File: config.mk
export PLATFORM = sky130hd
export DESIGN_NAME = alu_md
export DESIGN_NICKNAME = d
export VERILOG_FILES = /design/src/rtl/alu_md.sv
export SDC_FILE = /design/constraint.sdc
export NUM_CORES = 1
export LEC_CHECK = 0
export BUFFER_PORTS_ARGS = -buffer_cell sky130_fd_sc_hd__buf_2
export CAP_MARGIN = 20
export CORE_ASPECT_RATIO = 0.8
export CORE_UTILIZATION = 60
export DETAILED_ROUTE_END_ITERATION = 8
export PLACE_DENSITY = 0.87
export SYNTH_ARGS = -nofsm -noshare
export SYNTH_HDL_FRONTEND = slang
export SYNTH_SLANG_ARGS = --single-unit
File: constraint.sdc
create_clock -name clk -period 6.2 [get_ports clk]
set_clock_uncertainty 0.05 [all_clocks]
set_input_delay 1.24 -clock clk [delete_from_list [all_inputs] [get_ports clk]]
set_output_delay 1.24 -clock clk [all_outputs]
set_load 0.03 [all_outputs]
File: src/rtl/alu_md.sv
// Clocked MIPS ALU with an iterative unsigned multiply/divide unit and HI/LO registers.
// Optional divider datapath is built when ALU_MD_DIV_EN is defined.
module alu_md #(
    parameter int WIDTH = 32
) (
    input  logic             clk,
    input  logic             reset,
    input  logic             start,
    input  logic [2:0]       alu_cs,
    input  logic [WIDTH-1:0] A,
    input  logic [WIDTH-1:0] B,
    output logic             busy,
    output logic             done,
    output logic [WIDTH-1:0] result,
    output logic             ZERO,
    output logic [WIDTH-1:0] hi,
    output logic [WIDTH-1:0] lo
);

    localparam int CW = $clog2(WIDTH) + 1;
    localparam logic [CW-1:0] LAST_ITER = CW'(WIDTH - 1);

    localparam logic [2:0] OP_AND   = 3'b000;
    localparam logic [2:0] OP_OR    = 3'b001;
    localparam logic [2:0] OP_ADD   = 3'b010;
    localparam logic [2:0] OP_SUB   = 3'b011;
    localparam logic [2:0] OP_SLT   = 3'b100;
    localparam logic [2:0] OP_MULTU = 3'b101;
    localparam logic [2:0] OP_DIVU  = 3'b110;
    localparam logic [2:0] OP_NOR   = 3'b111;

    typedef enum logic [1:0] {
        IDLE = 2'd0,
        MUL  = 2'd1,
        DIV  = 2'd2
    } state_t;

    state_t          state, state_nxt;
    logic [CW-1:0]   cnt, cnt_nxt;
    logic            done_nxt;
    logic [WIDTH-1:0] result_nxt, hi_nxt, lo_nxt;

    // Shared iteration registers: MUL uses {acc_hi,acc_lo} as the product and opnd as
    // the multiplicand; DIV uses acc_hi as remainder, acc_lo as dividend/quotient.
    logic [WIDTH-1:0] acc_hi, acc_lo, opnd;
    logic [WIDTH-1:0] acc_hi_nxt, acc_lo_nxt, opnd_nxt;

    function automatic logic slt_f(input logic [WIDTH-1:0] a, input logic [WIDTH-1:0] b);
        logic signed [WIDTH-1:0] sa;
        logic signed [WIDTH-1:0] sb;
        sa = a;
        sb = b;
        return (sa < sb);
    endfunction

    function automatic logic [WIDTH-1:0] alu_f(input logic [2:0] op,
                                               input logic [WIDTH-1:0] a,
                                               input logic [WIDTH-1:0] b);
        logic [WIDTH-1:0] r;
        case (op)
            OP_AND:  r = a & b;
            OP_OR:   r = a | b;
            OP_ADD:  r = a + b;
            OP_SUB:  r = a - b;
            OP_SLT:  r = {{(WIDTH-1){1'b0}}, slt_f(a, b)};
            OP_NOR:  r = ~(a | b);
            OP_MULTU, OP_DIVU: r = '0;
            default: r = '0;
        endcase
        return r;
    endfunction

    // One shift-add step: conditionally add the multiplicand, then shift the product right.
    logic [WIDTH:0]   mul_sum;
    logic [WIDTH-1:0] mul_hi_step, mul_lo_step;

    always_comb begin
        mul_sum     = {1'b0, acc_hi} + (acc_lo[0] ? {1'b0, opnd} : {(WIDTH+1){1'b0}});
        mul_hi_step = mul_sum[WIDTH:1];
        mul_lo_step = {mul_sum[0], acc_lo[WIDTH-1:1]};
    end

`ifdef ALU_MD_DIV_EN
    // One restoring step: shift the next dividend bit into the remainder, subtract if it fits.
    logic [WIDTH:0]   div_sh;
    logic             div_ge;
    logic [WIDTH-1:0] div_rem_step, div_quo_step;

    always_comb begin
        div_sh       = {acc_hi, acc_lo[WIDTH-1]};
        div_ge       = (div_sh >= {1'b0, opnd});
        div_rem_step = div_ge ? (div_sh[WIDTH-1:0] - opnd) : div_sh[WIDTH-1:0];
        div_quo_step = {acc_lo[WIDTH-2:0], div_ge};
    end
`endif

    always_comb begin
        state_nxt  = state;
        cnt_nxt    = cnt;
        done_nxt   = 1'b0;
        result_nxt = result;
        hi_nxt     = hi;
        lo_nxt     = lo;
        acc_hi_nxt = acc_hi;
        acc_lo_nxt = acc_lo;
        opnd_nxt   = opnd;

        case (state)
            IDLE: begin
                if (start) begin
                    case (alu_cs)
                        OP_MULTU: begin
                            state_nxt  = MUL;
                            cnt_nxt    = '0;
                            acc_hi_nxt = '0;
                            acc_lo_nxt = B;
                            opnd_nxt   = A;
                        end
`ifdef ALU_MD_DIV_EN
                        OP_DIVU: begin
                            state_nxt  = DIV;
                            cnt_nxt    = '0;
                            acc_hi_nxt = '0;
                            acc_lo_nxt = A;
                            opnd_nxt   = B;
                        end
`endif
                        default: begin
                            result_nxt = alu_f(alu_cs, A, B);
                            done_nxt   = 1'b1;
                        end
                    endcase
                end
            end
            MUL: begin
                acc_hi_nxt = mul_hi_step;
                acc_lo_nxt = mul_lo_step;
                cnt_nxt    = cnt + 1'b1;
                if (cnt == LAST_ITER) begin
                    state_nxt  = IDLE;
                    hi_nxt     = mul_hi_step;
                    lo_nxt     = mul_lo_step;
                    result_nxt = mul_lo_step;
                    done_nxt   = 1'b1;
                end
            end
`ifdef ALU_MD_DIV_EN
            DIV: begin
                acc_hi_nxt = div_rem_step;
                acc_lo_nxt = div_quo_step;
                cnt_nxt    = cnt + 1'b1;
                if (cnt == LAST_ITER) begin
                    state_nxt  = IDLE;
                    hi_nxt     = div_rem_step;
                    lo_nxt     = div_quo_step;
                    result_nxt = div_quo_step;
                    done_nxt   = 1'b1;
                end
            end
`endif
            default: state_nxt = IDLE;
        endcase
    end

    always_ff @(posedge clk) begin
        if (reset) begin
            state  <= IDLE;
            cnt    <= '0;
            done   <= 1'b0;
            result <= '0;
            ZERO   <= 1'b1;
            hi     <= '0;
            lo     <= '0;
        end else begin
            state  <= state_nxt;
            cnt    <= cnt_nxt;
            done   <= done_nxt;
            result <= result_nxt;
            ZERO   <= (result_nxt == '0);
            hi     <= hi_nxt;
            lo     <= lo_nxt;
        end
    end

    // Iteration scratch registers are only meaningful while busy, so they carry no reset.
    always_ff @(posedge clk) begin
        acc_hi <= acc_hi_nxt;
        acc_lo <= acc_lo_nxt;
        opnd   <= opnd_nxt;
    end

    assign busy = (state != IDLE);

endmodule

==> results of run 1 <==
worst min-delay path, delay by kind of cell, from the launching register on:
| kind | cells | cell delay, ps |
|---|---|---|
| AO/OA/AOI/OAI | 1 | 50 |
| AND/OR/NAND/NOR | 1 | 50 |
| flip-flops | 1 | 310 |
power by group through the flow:
stage	sequential, uW	clock (uW)	combinational [uW]
6_report	1460	1370	965
5_1_grt	1460	1400	1010
4_1_cts	1460	1360	913
3_5_place_dp	1490	0	905
3_3_place_gp	1480	0	895
2_1_floorplan	1510	0	580
flip-flops by register name (all words and copies together) (netlist names), 6 cells and up:
signal and cells:
opnd 32, result 32, lo 32, acc_hi 32, cnt 6, hi 32, acc_lo 32
kinds of logic after synthesis:
| family | share of synthesized area (%) |
|---|---|
| AO/OA/AOI/OAI | 25.2 |
| XOR/XNOR | 2.74 |
| adder cells (fa/ha/maj) | 11.1 |
| buffers and inverters | 5.44 |
| flip-flops | 33.2 |
| multiplexers | 0.949 |
| AND/OR/NAND/NOR | 21.3 |
area by class of cell:
cell class,count,share of cell area (%)
clock inverter,10,0.565
multi-input combinational,1455,55.0
tap,318,2.37
clock buffer,32,3.75
timing repair buffer,192,6.08
sequential,201,29.6
inverter,117,2.61
antenna,2,0.0298
per-stage QoR:
step           setup WS [ps]  hold slack, ps  total power, uW
2_1_floorplan           2140             434             2090
3_3_place_gp            1000             389             2380
3_5_place_dp             972             393             2390
4_1_cts                 1510             402             3730
5_1_grt                 1230             414             3870
6_report                1130             401             3790
synth_stat cells (8+ instances only):
master	count	area share, %
nand4_1	15	0.62
o221ai_1	11	0.64
buf_1	13	0.32
a221oi_1	8	0.47
a31oi_1	28	1.2
clkbuf_1	69	1.7
nand2_1	279	7.0
o21a_1	16	0.80
inv_1	115	2.9
xnor2_1	37	2.2
nand2b_1	14	0.58
nor4_1	11	0.46
a21o_1	31	1.5
o22ai_1	10	0.42
o211ai_1	15	0.75
o211a_1	10	0.67
nor2b_1	17	0.71
a22oi_1	14	0.70
ha_1	129	11
o31ai_1	12	0.60
nor2_1	152	3.8
dfxtp_1	105	14
buf_2	14	0.47
edfxtp_1	96	19
and3_1	17	0.71
o21ai_0	106	3.5
and2_1	63	2.6
a211oi_1	18	0.90
or3_1	16	0.67
nor3_1	38	1.3
xor2_1	10	0.58
nand3_1	44	1.5
a211o_1	10	0.58
o21bai_1	16	0.80
a21oi_1	177	5.9
mux2i_1	12	0.80
how the worst max path moves through the flow:
| stage | cells after the start | endpoint | slack [ps] | start |
|---|---|---|---|---|
| after floorplan | 14 | ZERO$_SDFF_PP1_ | 2140 | A[0] |
| after global placement | 12 | ZERO$_SDFF_PP1_ | 1000 | alu_cs[1] |
| after global routing | 12 | ZERO$_SDFF_PP1_ | 1230 | alu_cs[1] |
| after CTS | 12 | ZERO$_SDFF_PP1_ | 1510 | alu_cs[1] |
| final | 12 | ZERO$_SDFF_PP1_ | 1130 | alu_cs[1] |
| after detailed placement | 12 | ZERO$_SDFF_PP1_ | 970 | alu_cs[1] |
metal layers:
metal | wire length, um | track usage [%] | vias up | share of wire, %
met5 | 150 | 0 | - | 0.25
met4 | 2120 | 15.8 | 10 | 3.5
met3 | 9580 | 18.4 | 202 | 16
met2 | 24400 | 64.4 | 1250 | 40
met1 | 24400 | 64.0 | 7622 | 40
li1 | - | - | 6955 | -
==> impl_metrics.json, run 1 <==
{
  "dp_cells": 2283,
  "dieArea_sq_um": 25700,
  "p_int_uw": 2500,
  "wirelength_um": 60700,
  "core_sq_um": 24400,
  "dpl-instance-area_sq_um": 16100,
  "routedWlPerCell_um": 26.1,
  "rsz0062_at_grt": "false",
  "ys_ff_latch": 201,
  "final_cell_count_no_fill": 2327,
  "clkPwrFrac_pct": 36.1,
  "hp-start": "hi[10]$_SDFFE_PP0P_",
  "yosys_warnings": 0,
  "final_common_cell": "nand2_1",
  "fin_crit_ps": 5070,
  "cp-start-kind": "input port",
  "cp.required_ps": 6600,
  "switching_share_pct": 34.2,
  "ant_nets": 0,
  "insertion_delay_ps": 550,
  "synthCells": 1869,
  "worst_slew_pin_slew_ps": 1130,
  "tritoncts.num_buffers": 23,
  "cp-end-kind": "flop",
  "cts_root_buf": "clkbuf_16",
  "clock-sinks": 201,
  "post-dp-hpwl_um": 45100,
  "synth-edff-count": 96,
  "slowest_stage": "inv_1",
  "fillCellCount": 1948,
  "finalInstanceArea_sq_um": 16800,
  "antenna_found_initial": 5,
  "first_pass_iters": 8,
  "hold_violations": 0,
  "peakVddDrop_mv": 0.203,
  "max-cap-violations": 0,
  "syn-num-nets": 2071,
  "holdPathStages": 2,
  "overflow": 0,
  "grt_use_total_pct": 46.2,
  "fin_util_pct": 68.8,
  "worstRegToRegCells": 15,
  "drtIter0Drc": 2278,
  "min_to": "hi[10]$_SDFFE_PP0P_",
  "pwr-share-seq_pct": 38.5,
  "fin_setup_tns_ps": 0,
  "final_layout_size_suffix_gt1_share_pct": 13.1,
  "powerDensity_nw_per_um2": 226,
  "port-buffer-count": 168,
  "synth_ff_type": "dfxtp_1",
  "cts_tree": "yes",
  "ctsHoldBuffers": 0,
  "critical_path_class": "input port to flop",
  "path_cells": "buf_2 > inv_1 > nand2_1 > a21oi_1 > a221o_1 > a221oi_1 > a32o_2 > a21boi_2 > nand4_1 > and4bb_1 > nand4_1 > o41ai_2",
  "multi_input_area_sq_um": 9240,
  "status": "complete, no violations",
  "regArea_sq_um": 4990,
  "r2r_setup_slack_ps": 1630,
  "slew_headroom_pct": 24.0,
  "htree_levels": 1,
  "worst_path_most_repeated_cell": "nand4_1",
  "post_cts_buffers": 0,
  "syn_area_sq_um": 15000,
  "gp_congestion": 1.07,
  "hold_class": "flop to flop",
  "synthArstFlopShare_pct": 0,
  "clock_path_buffers": 3,
  "critical-path-top-delay-family": "compound AO/OA/AOI/OAI gates",
  "fp.dieW_um": 179,
  "fmax_mhz": 197,
  "worstReg2RegStart": "acc_lo[0]$_DFFE_PP_",
  "final_cell_mix": "nand2_1, a21oi_1, buf_2",
  "avgSynthCellArea_sq_um": 8.04,
  "worst-path-buf-inv": 2,
  "clk_pin_slew_ps": 60,
  "rows": 51,
  "p_switching_uw": 1300,
  "max_stage_delay_ps": 700,
  "layout.nets": 2192,
  "via_count": 16039,
  "cp.arrival_ps": 5470,
  "area_delta_synth_final_pct": 11.9,
  "initial_core_util_pct": 61.5,
  "p_leak_uw": 0.00729,
  "path_max_fanout": 35,
  "drc_errors": 0,
  "power_frac_comb_pct": 25.4,
  "regToRegEndpoint": "acc_hi[29]$_SDFFCE_PN0P_",
  "final.period_utilization_pct": 81.8,
  "ctsResizeCount": 0,
  "yosysUniqueCellTypes": 92,
  "slew_violations": 0,
  "ys_seq_area_share_pct": 33.2,
  "setup_violations": 0,
  "pin_count": 169,
  "die_h_um": 144,
  "viasPerCell": 6.89,
  "grt_start_max_net_pins": 68,
  "grt_pass1_vias": 14710,
  "grt_pass1_wl_um": 88800
}
Power figures use the tool's default switching activity.
==> run 2, diff against run 1 <==
- clock period: 6.2 -> 5.3 ns (I/O delays scaled with it)
==> run 2 against run 1 <==
Compared with the run above:
- design area increased by 0.98%
- final cell count increased by 0.95%
- critical path depth increased by 2
- critical endpoint unchanged
- largest cell class unchanged
==> impl_metrics.json, run 2 (synthesis results as in run 1) <==
{
  "grt_use_total_pct": 45.2,
  "dieArea_sq_um": 25700,
  "worst_slack_ps": 617,
  "overflow": 0,
  "port-buffer-count": 168,
  "slew_headroom_pct": 23.8,
  "grt_pass1_wl_um": 87000,
  "multi_input_area_sq_um": 9240,
  "core_sq_um": 24400,
  "p_leak_uw": 0.00738,
  "switching_share_pct": 34.1,
  "clock_path_buffers": 3,
  "powerDensity_nw_per_um2": 262,
  "wirelength_um": 59000,
  "clock-sinks": 201,
  "pwr-share-seq_pct": 38.4,
  "final_cell_mix": "nand2_1, a21oi_1, buf_2",
  "place_ws_ps": 438,
  "rsz0062_at_grt": "false",
  "worst_slew_pin_slew_ps": 1140,
  "post-dp-hpwl_um": 44500,
  "post_cts_buffers": 0,
  "cp-start-kind": "input port",
  "ctsResizeCount": 0,
  "cp.arrival_ps": 5070,
  "routedWlPerCell_um": 25.1,
  "power_frac_comb_pct": 25.7,
  "setup_violations": 0,
  "fp.dieW_um": 179,
  "layout.nets": 2213,
  "fmax_mhz": 214,
  "drc_errors": 0,
  "clkPwrFrac_pct": 35.9,
  "initial_core_util_pct": 61.5,
  "htree_levels": 1,
  "p_int_uw": 2930,
  "hold_violations": 0,
  "gp_congestion": 1.13,
  "final_common_cell": "nand2_1",
  "rows": 51,
  "peakVddDrop_mv": 0.199,
  "via_count": 15868,
  "fin_crit_ps": 4680,
  "antenna_found_initial": 4,
  "slew_violations": 0,
  "cp.required_ps": 5690,
  "p_switching_uw": 1510,
  "critical_path_class": "input port to flop",
  "path_max_fanout": 15,
  "pin_count": 169,
  "final_layout_size_suffix_gt1_share_pct": 14.2,
  "grt_pass1_vias": 14460,
  "grt_start_max_net_pins": 92,
  "status": "complete, no violations",
  "clk_pin_slew_ps": 60,
  "tritoncts.num_buffers": 22,
  "max-cap-violations": 0,
  "first_pass_iters": 8,
  "cts_tree": "yes",
  "viasPerCell": 6.76,
  "regArea_sq_um": 4990,
  "fin_setup_tns_ps": 0,
  "fillCellCount": 1907,
  "cp-end-kind": "flop",
  "drtIter0Drc": 2723,
  "die_h_um": 144,
  "ctsHoldBuffers": 0,
  "area_delta_synth_final_pct": 13.0,
  "insertion_delay_ps": 550,
  "final.period_utilization_pct": 88.3,
  "cts_root_buf": "clkbuf_16",
  "hold_class": "flop to flop",
  "ant_nets": 0
}
run 2: cell count changes in the layout (fill, tap and decap cells not counted), moves of 2 or more:
cell        change
clkinvlp_4      +5
diode_2         +2
clkbuf_16       -2
buf_4          +22
clkbuf_1        -7
run 2: area by class of cell:
cell class	instances	area share, %
Clock buffer	24	3.34
Clock inverter	16	0.928
Timing Repair Buffer	214	7.00
Antenna cell	4	0.0589
Inverter	117	2.59
Multi-Input combinational cell	1455	54.4
Sequential cell	201	29.4
Tap cell	318	2.34
run 2: final timing paths:
kind | startpoint | end | slack (ps) | cells after the start
worst max-delay path | A[12] | ZERO$_SDFF_PP1_ | 620 | 14
worst min-delay path | hi[19]$_SDFFE_PP0P_ | hi[19]$_SDFFE_PP0P_ | 400 | 2
worst max register to register | acc_lo[0]$_DFFE_PP_ | acc_hi[29]$_SDFFCE_PN0P_ | 1140 | 15
worst min register to register | hi[19]$_SDFFE_PP0P_ | hi[19]$_SDFFE_PP0P_ | 400 | 2
run 2: power groups by stage:
stage / Combinational, uW / Sequential (uW) / Clock [uW]
2_1_floorplan: 679 / 1760 / 0
3_3_place_gp: 1070 / 1740 / 0
3_5_place_dp: 1070 / 1740 / 0
4_1_cts: 1080 / 1700 / 1580
5_1_grt: 1200 / 1710 / 1640
6_report: 1140 / 1710 / 1600
run 2: stage by stage:
step / power (uW) / cell area [sq um] / hold WS [ps] / instances / util [%]
global route: 4550 / 17000 / 420 / 2346 / 69.5
finish: 4440 / 17000 / 400 / 2349 / 69.5
detailed placement: 2810 / 16200 / 393 / 2305 / 66.5
floorplan: 2440 / 15000 / 434 / 1869 / -
global placement: 2810 / 16200 / 389 / 2305 / 66.5
CTS: 4370 / 17000 / 401 / 2345 / 69.5
run 2: metal layers:
layer	global-route usage [%]	vias to the layer above	wire length (um)
met5	1.59	-	61
met4	15.4	4	2460
met3	15.6	209	9270
met2	63.5	1235	23600
met1	63.7	7418	23700
li1	-	7002	-
run 2: worst max-delay path: stages:
cell	delay (ps)
buf_2	120
inv_1	50
ha_1	570
inv_1	250
nor3_1	590
a2111oi_0	170
a31oi_1	530
a21oi_1	280
a2111o_1	430
nand3_1	220
nand2_1	110
nor3_2	230
nand4_1	170
o41ai_2	290
